**src/rtl/pmem_arbiter.sv**
```systemverilog
// -----------------------------------------------------------------------------
// pmem_arbiter
//   Shares the single physical-memory (cacheline adaptor) port between the
//   I-cache miss path and the D-cache miss/writeback path. One requester is
//   granted at a time and holds the port until mem_resp; a single DONE cycle
//   then lets the finished cache drop its request before re-arbitration.
//   D-cache wins ties by default; a skip counter bounds low-priority starvation.
//
// Ports
//   clk, rst                          clock, asynchronous active-high reset
//   i_pmem_read/address               I-cache line read request
//   i_pmem_rdata/resp                 line data / completion pulse to I-cache
//   d_pmem_read/write/address/wdata   D-cache line read / writeback request
//   d_pmem_rdata/resp                 line data / completion pulse to D-cache
//   mem_read/write/address/wdata      command to cacheline adaptor
//   mem_rdata/resp                    data / completion pulse from adaptor
// -----------------------------------------------------------------------------
module pmem_arbiter #(
  parameter int LINE_W          = 256,
  parameter bit DCACHE_PRIORITY = 1'b1,
  parameter int MAX_SKIP        = 3
) (
  input  logic              clk,
  input  logic              rst,
  input  logic              i_pmem_read,
  input  logic [31:0]       i_pmem_address,
  output logic [LINE_W-1:0] i_pmem_rdata,
  output logic              i_pmem_resp,
  input  logic              d_pmem_read,
  input  logic              d_pmem_write,
  input  logic [31:0]       d_pmem_address,
  input  logic [LINE_W-1:0] d_pmem_wdata,
  output logic [LINE_W-1:0] d_pmem_rdata,
  output logic              d_pmem_resp,
  output logic              mem_read,
  output logic              mem_write,
  output logic [31:0]       mem_address,
  output logic [LINE_W-1:0] mem_wdata,
  input  logic [LINE_W-1:0] mem_rdata,
  input  logic              mem_resp
);

  localparam int SKIP_W = (MAX_SKIP < 1) ? 1 : $clog2(MAX_SKIP + 1);
  localparam logic [31:0] LINE_MASK = 32'hFFFF_FFE0;

  typedef enum logic [1:0] {
    ST_IDLE    = 2'd0,
    ST_GRANT_I = 2'd1,
    ST_GRANT_D = 2'd2,
    ST_DONE    = 2'd3
  } state_t;

  // Grant states of the high- and low-priority sides.
  localparam state_t ST_HP = DCACHE_PRIORITY ? ST_GRANT_D : ST_GRANT_I;
  localparam state_t ST_LP = DCACHE_PRIORITY ? ST_GRANT_I : ST_GRANT_D;

  state_t              r_state;
  state_t              w_state_next;
  logic [SKIP_W-1:0]   r_skip_cnt;
  logic [SKIP_W-1:0]   w_skip_next;

  logic w_i_req;
  logic w_d_req;
  logic w_hp_req;
  logic w_lp_req;
  logic w_lp_forced;

  assign w_i_req     = i_pmem_read;
  assign w_d_req     = d_pmem_read | d_pmem_write;
  assign w_hp_req    = DCACHE_PRIORITY ? w_d_req : w_i_req;
  assign w_lp_req    = DCACHE_PRIORITY ? w_i_req : w_d_req;
  assign w_lp_forced = (r_skip_cnt == SKIP_W'(MAX_SKIP));

  always_ff @(posedge clk or posedge rst) begin
    if (rst) begin
      r_state    <= ST_IDLE;
      r_skip_cnt <= '0;
    end else begin
      r_state    <= w_state_next;
      r_skip_cnt <= w_skip_next;
    end
  end

  // Outputs are decoded purely from the current state so that an
  // asynchronous reset drops every command without waiting for a clock.
  always_comb begin
    w_state_next = r_state;
    w_skip_next  = r_skip_cnt;
    mem_read     = 1'b0;
    mem_write    = 1'b0;
    mem_address  = '0;
    mem_wdata    = '0;
    i_pmem_rdata = '0;
    i_pmem_resp  = 1'b0;
    d_pmem_rdata = '0;
    d_pmem_resp  = 1'b0;

    case (r_state)
      ST_IDLE: begin
        if (w_hp_req && !(w_lp_req && w_lp_forced)) begin
          w_state_next = ST_HP;
          // Low side loses only when it was actually waiting; otherwise it
          // has no pending debt and the counter restarts.
          if (w_lp_req) begin
            if (!w_lp_forced) w_skip_next = r_skip_cnt + 1'b1;
          end else begin
            w_skip_next = '0;
          end
        end else if (w_lp_req) begin
          w_state_next = ST_LP;
          w_skip_next  = '0;
        end
      end

      ST_GRANT_I: begin
        mem_read     = 1'b1;
        mem_address  = i_pmem_address & LINE_MASK;
        i_pmem_rdata = mem_rdata;
        i_pmem_resp  = mem_resp;
        if (mem_resp) w_state_next = ST_DONE;
      end

      ST_GRANT_D: begin
        // A writeback wins over a read if a cache raises both.
        mem_write    = d_pmem_write;
        mem_read     = d_pmem_read & ~d_pmem_write;
        mem_address  = d_pmem_address & LINE_MASK;
        mem_wdata    = d_pmem_wdata;
        d_pmem_rdata = mem_rdata;
        d_pmem_resp  = mem_resp;
        if (mem_resp) w_state_next = ST_DONE;
      end

      ST_DONE: begin
        w_state_next = ST_IDLE;
      end

      default: begin
        w_state_next = ST_IDLE;
      end
    endcase
  end

endmodule

```
**config.mk**
```make
export PLATFORM = sky130hd
export DESIGN_NAME = pmem_arbiter
export DESIGN_NICKNAME = d
export VERILOG_FILES = /design/src/rtl/pmem_arbiter.sv
export SDC_FILE = /design/constraint.sdc
export NUM_CORES = 1
export LEC_CHECK = 0
export CAP_MARGIN = 20
export CORE_AREA = 2 2 544 546
export DETAILED_ROUTE_END_ITERATION = 12
export DIE_AREA = 0 0 546 548
export GPL_TIMING_DRIVEN = 0
export PLACE_DENSITY = 0.3
export SLEW_MARGIN = 10
export SYNTH_ARGS = -nofsm -noshare
export SYNTH_HDL_FRONTEND = slang
export SYNTH_SLANG_ARGS = --single-unit
```
**constraint.sdc**
```tcl
create_clock -name clk -period 1.84 [get_ports clk]
set_input_delay 0.184 -clock clk [delete_from_list [all_inputs] [get_ports clk]]
set_output_delay 0.184 -clock clk [all_outputs]
set_load 0.1 [all_outputs]
```
=== Word level (Yosys, flattened, before mapping) ===
Index checks and enable logic that the tools add are counted.

* Bits in registers: 4
* Bits of input ports: 582

* Add/subtract/negate cells: 1
* Reductions and logical operators: 8
* Bitwise logic cells: 3
* Eq/ne operators: 7
* Multiplexer cells: 16

{| class="wikitable"
|+ Operators with widths
! kind !! count
|-
| 256-bit two-way mux || 3
|-
| 32-bit case mux with 2 select lines || 1
|-
| 2-bit two-way mux || 7
|-
| 2-bit equality test, second input constant || 3
|-
| 3-bit inequality test, second input constant || 2
|-
| 2-bit case mux with 3 select lines || 1
|-
| 1-bit two-way mux || 3
|-
| 3-bit AND reduction || 1
|-
| 2-bit by 1-bit adder with 2-bit output, second input constant || 1
|-
| 2-bit by 1-bit equality test with 1-bit output, second input constant || 1
|-
| 1-bit logical AND || 2
|-
| 2-bit logical NOT || 1
|-
| 2-bit by 1-bit inequality test with 1-bit output, second input constant || 1
|-
| 1-bit case mux with 2 select lines || 1
|-
| 2-bit AND reduction || 1
|-
| 2-bit nonzero test || 1
|-
| 2-bit OR reduction || 1
|-
| 1-bit bitwise AND || 1
|-
| 1-bit logical NOT || 1
|-
| 1-bit NOT || 1
|-
| 1-bit OR || 1
|}

=== Depth between registers and ports, before layout ===
* Word-level depth: 6
* Depth in mapped cells: 7
* Depth with buffers taken out: 5

=== Least setup slack after synthesis ===
Ideal clock, no wire load.

* Kind: register to output
* Start: reg r_state[0]
* End: out mem_address[12]
* Cell stages (with the launch flop): 7
* Path buffers: 2
* Path slack: -0.877 ns
* Required time: 1.656 ns
* Arrival time: 2.533 ns
* Path through: dfrtp_1 inv_1 ha_1 buf_2 buf_1 a22oi_1 nor2b_1

* Longest elaborated chain between the ends: 2
* Elaborated cells between the ends (all ways): 3
* Those cells by class: eq/ne (2); mux (1)

{| class="wikitable"
|+ RTL lines
! item !! line !! source
|-
| start: declaration || 57 || <nowiki>state_t r_state;</nowiki>
|-
| start signal: assignment || 79 || <nowiki>r_state <= w_state_next;</nowiki>
|-
| 2-bit equality test or 2-bit by 1-bit equality test with 1-bit output (tied branches) || 98 || <nowiki>case (r_state)</nowiki>
|-
| 32-bit case mux with 2 select lines * || 98 ||
|-
| end: declaration || 37 || <nowiki>output logic [31:0] mem_address,</nowiki>
|}

Every way passes the cells marked *; elsewhere a longest branch is shown, timed or not.

=== Final worst setup path ===
* Start: reg r_state[1]
* End: out mem_wdata[162]

* Longest elaborated chain between the ends: 2

{| class="wikitable"
|+ RTL lines
! item !! line !! source
|-
| 2-bit equality test || 98 ||
|-
| 256-bit two-way mux || 98 ||
|-
| end: declaration || 38 || <nowiki>output logic [LINE_W-1:0] mem_wdata,</nowiki>
|}

Every way passes these cells.

==> implementation parameters <==
Parameter                              Value

Run status
  Outcome ... finished with violations
  Violations in the final reports ... negative setup slack

Logic synthesis
  Main synth FF type ... dfrtp_1
  Count of flip-flops with a built-in enable after synthesis ... 0
  Post-synthesis register bit count ... 4
  Cells after synthesis ... 960
  Number of warnings issued by yosys ... 0
  Proportion of register bits with asynchronous set or reset after synthesis ... 1.000
  Post-synthesis area per instance ... 6.139 um^2
  Main area contributors after synthesis ... and2_1 82%, clkbuf_1 5.7%, a22oi_1 3.4%, nor2b_1 2.9%, dfrtp_1 1.7%
  Area share of the leading cell type in the synthesized netlist ... 0.8185
  Largest area contributor in the synthesized netlist ... and2_1
  Post-synthesis cell type count ... 24
  Post-synthesis instance area ... 5893 um^2
  Post-synthesis sequential area ratio ... 0.01699

Min path
  Worst hold path type ... primary input to asynchronous set/reset pin

Setup path
  WP data required ... 1660 ps
  Delay of the slowest cell on the worst path ... 560 ps
  Number of buffer and inverter stages on the critical path ... 7
  Family with the most delay on the worst path ... buffers and inverters
  Startpoint of the lowest-slack register-to-register path ... r_state[0]
  Kind of end point of the critical path ... output port
  Path depth of the worst reg2reg path ... 6
  R2R Path End ... r_state[0]
  Cell with the largest stage delay on the worst path ... buf_2
  Crit start category ... flip-flop
  Internal reg-to-reg setup slack ... 40 ps
  Most used cell along the critical path ... buf_12
  Cell breakdown of the critical path ... buf_6 > ha_4 > buf_12 > buf_8 > buf_12 > buf_12 > buf_6 > and2_4 > buf_2
  Crit path DAT ... 2290 ps
  Crit path max fanout ... 10
  Category of the most critical setup path ... flip-flop to output port

Finish
  Net count, final ... 3,011
  Growth of design area from synthesis to finish ... 413.9%
  Most frequent cells in the layout ... 571 x clkdlybuf4s50_1, 527 x and2_4, 296 x buf_12
  Most common cell after layout, fill and taps aside ... clkdlybuf4s50_1
  Final design utilization ... 0.1034
  Layout fillers ... 34,120
  Share of layout cells above drive strength 1 ... 0.7461

Pwr
  Cell internal pwr ... 0.02285 W
  Total leakage power ... 12.20 nW
  Clock share of power ... 0.004
  Net switching component of the power ... 0.05468 W
  Highest ir drop seen on vdd ... 1064 uV
  Sequential fraction of design power ... 0.002
  Comb power frac ... 0.993
  Proportion of total power due to net switching ... 0.7052
  Power per standard cell area ... 2560 nW/um^2

STA
  Final worst slack ... -634.7 ps
  Final-layout setup total negative slack ... -346,290 ps
  Headroom to the max-slew limit ... 0.3704
  Final worst path period need ... 2475 ps
  Least-Margin Pin Slew ... 941.5 ps
  Worst Hold Slack ... 175.0 ps
  Final hold vios ... 0
  F_max ... 404.1 MHz
  Setup repair after global routing missed its margin ... true
  Setup violators final ... 799
  Final Max Tran Viols ... 0
  Post-route clock skew ... 0.6834 ps
  Ratio of final minimum period to clock period ... 1.345

Route
  Final wirelength ... 206,300 um
  Detailed router's first-iteration violation count ... 663
  Post-route DRC ... 0
  Initial DRT Pass Iterations ... 4
  Routed wire length per instance ... 32.33 um
  Via Count ... 13,920
  Number of nets with antenna violations after routing ... 0
  Via/cell ratio ... 2.181

GRT
  Gr ovfl total ... 0
  Initial antenna violation count ... 147
  Vias in the first global route ... 14,980
  Pin count of the biggest net entering global routing ... 11
  First-pass GRT wire length ... 240,000 um
  Tot GR Track Use ... 0.1317

Placed design
  GP Congestion ... 0.9139
  Port Buffer Count ... 1,370
  Detailed placement HPWL ... 192,000 um

Floorplan
  Height of the chip ... 548 um
  Full die area ... 299,200 um^2
  Area of the core ... 293,100 um^2
  Std cell rows ... 199
  Chip width ... 546 um
  Number of primary I/O pins ... 1,386
  Effective utilization at floorplan ... 0.02011

Clocking
  Insertion delay to the later sink of the worst-skew pair ... 220 ps
  CTS Sinks ... 4
  Clock Root Buffer ... clkbuf_16
  H-Tree Level Count ... 1
  Reg clk slew, reported paths ... 30 ps
  TritonCTS clock tree ... done
  Total clock buffers created by CTS ... 3
  CTS max path bufs ... 2

Job
  Number of maximum-capacitance constraint violations ... 0
[logic make-up after synthesis]
| logic type | synth area share |
|---|---|
| compound gates | 0.04501 |
| fa+ha+maj | 0.01062 |
| simple gates | 0.8575 |
| buf+inv | 0.06921 |
| other cells | 0.0006363 |
| flops | 0.01699 |
[layout make-up]
class,count,area [um^2],share of cell area
Timing Repair Buffer,1459,16460,0.5436
Multi-Input combinational cell,857,7356,0.2429
Tap cell,3919,4903,0.1619
Buffer,95,1270,0.04193
Antenna cell,41,102.6,0.003387
Sequential cell,4,100.1,0.003305
Clock buffer,3,75.07,0.002479
Inverter,4,17.52,0.0005783
[metrics by stage]
| stage | power (W) | cell area, um^2 | setup slack [ps] | std cells |
|---|---|---|---|---|
| after global routing | 0.07962 | 30220 | -680.6 | 6353 |
| after detailed placement | 0.07118 | 27900 | -2487 | 6335 |
| after global placement | 0.06908 | 26390 | -4655 | 6253 |
| final | 0.07753 | 30290 | -634.7 | 6382 |
| after floorplan | 0.04805 | 7775 | 9.717 | 964 |
| after CTS | 0.07771 | 31300 | -1286 | 6407 |
[synth_stat cells (2+ instances only)]
cell type / n
nor2b_1: 27
dfrtp_1: 4
clkbuf_1: 90
inv_1: 4
nor2_1: 3
buf_1: 2
ha_1: 5
buf_2: 2
buf_4: 5
o21ai_0: 2
and2_1: 771
nand2_1: 6
a22oi_1: 27
o31ai_1: 2
[layer usage]
metal	GRT usage	vias to the layer above	wire, um
met4	0.01839	34	4073
li1	-	5859	-
met3	0.03090	185	14340
met5	0	-	229
met1	0.1772	6643	94170
met2	0.2161	1198	93490
[state kept, by name, indices dropped and copies added, names as in the netlist]
register and count:
r_skip_cnt 2, r_state 2
[worst register-to-register path, stage by stage (launching register included)]
cell	delay, ps
dfrtp_1	380
inv_2	100
buf_4	120
ha_1	300
or4b_1	480
and2_0	180
o32ai_1	140
[how the worst max path moves through the flow]
stage | start | end | slack (ps) | cells past startpoint
3_3_place_gp | r_state[1] | i_pmem_rdata[100] | -4650 | 6
2_1_floorplan | r_state[1] | i_pmem_rdata[100] | 10 | 5
5_1_grt | r_state[1] | mem_wdata[86] | -680 | 11
6_report | r_state[1] | mem_wdata[162] | -630 | 9
4_1_cts | r_state[1] | mem_address[5] | -1290 | 8
3_5_place_dp | r_state[0] | mem_wdata[74] | -2490 | 8
[power groups by stage]
stage	clock network [W]	registers (W)	logic, W
floorplan	0	0.000159	0.0479
global placement	0	0.000168	0.0689
detailed placement	0	0.000170	0.0710
CTS	0.000337	0.000168	0.0772
global route	0.000345	0.000173	0.0791
finish	0.000337	0.000169	0.0770
[what timing repair did]
action	in CTS	in global routing
buffers inserted	53	15
hold buffers	0	0
pin swaps	9	7
resized for setup	2747	1815
endpoints found under the setup margin	799	801
cloned	16	2
(Power assumes the default switching activity.)
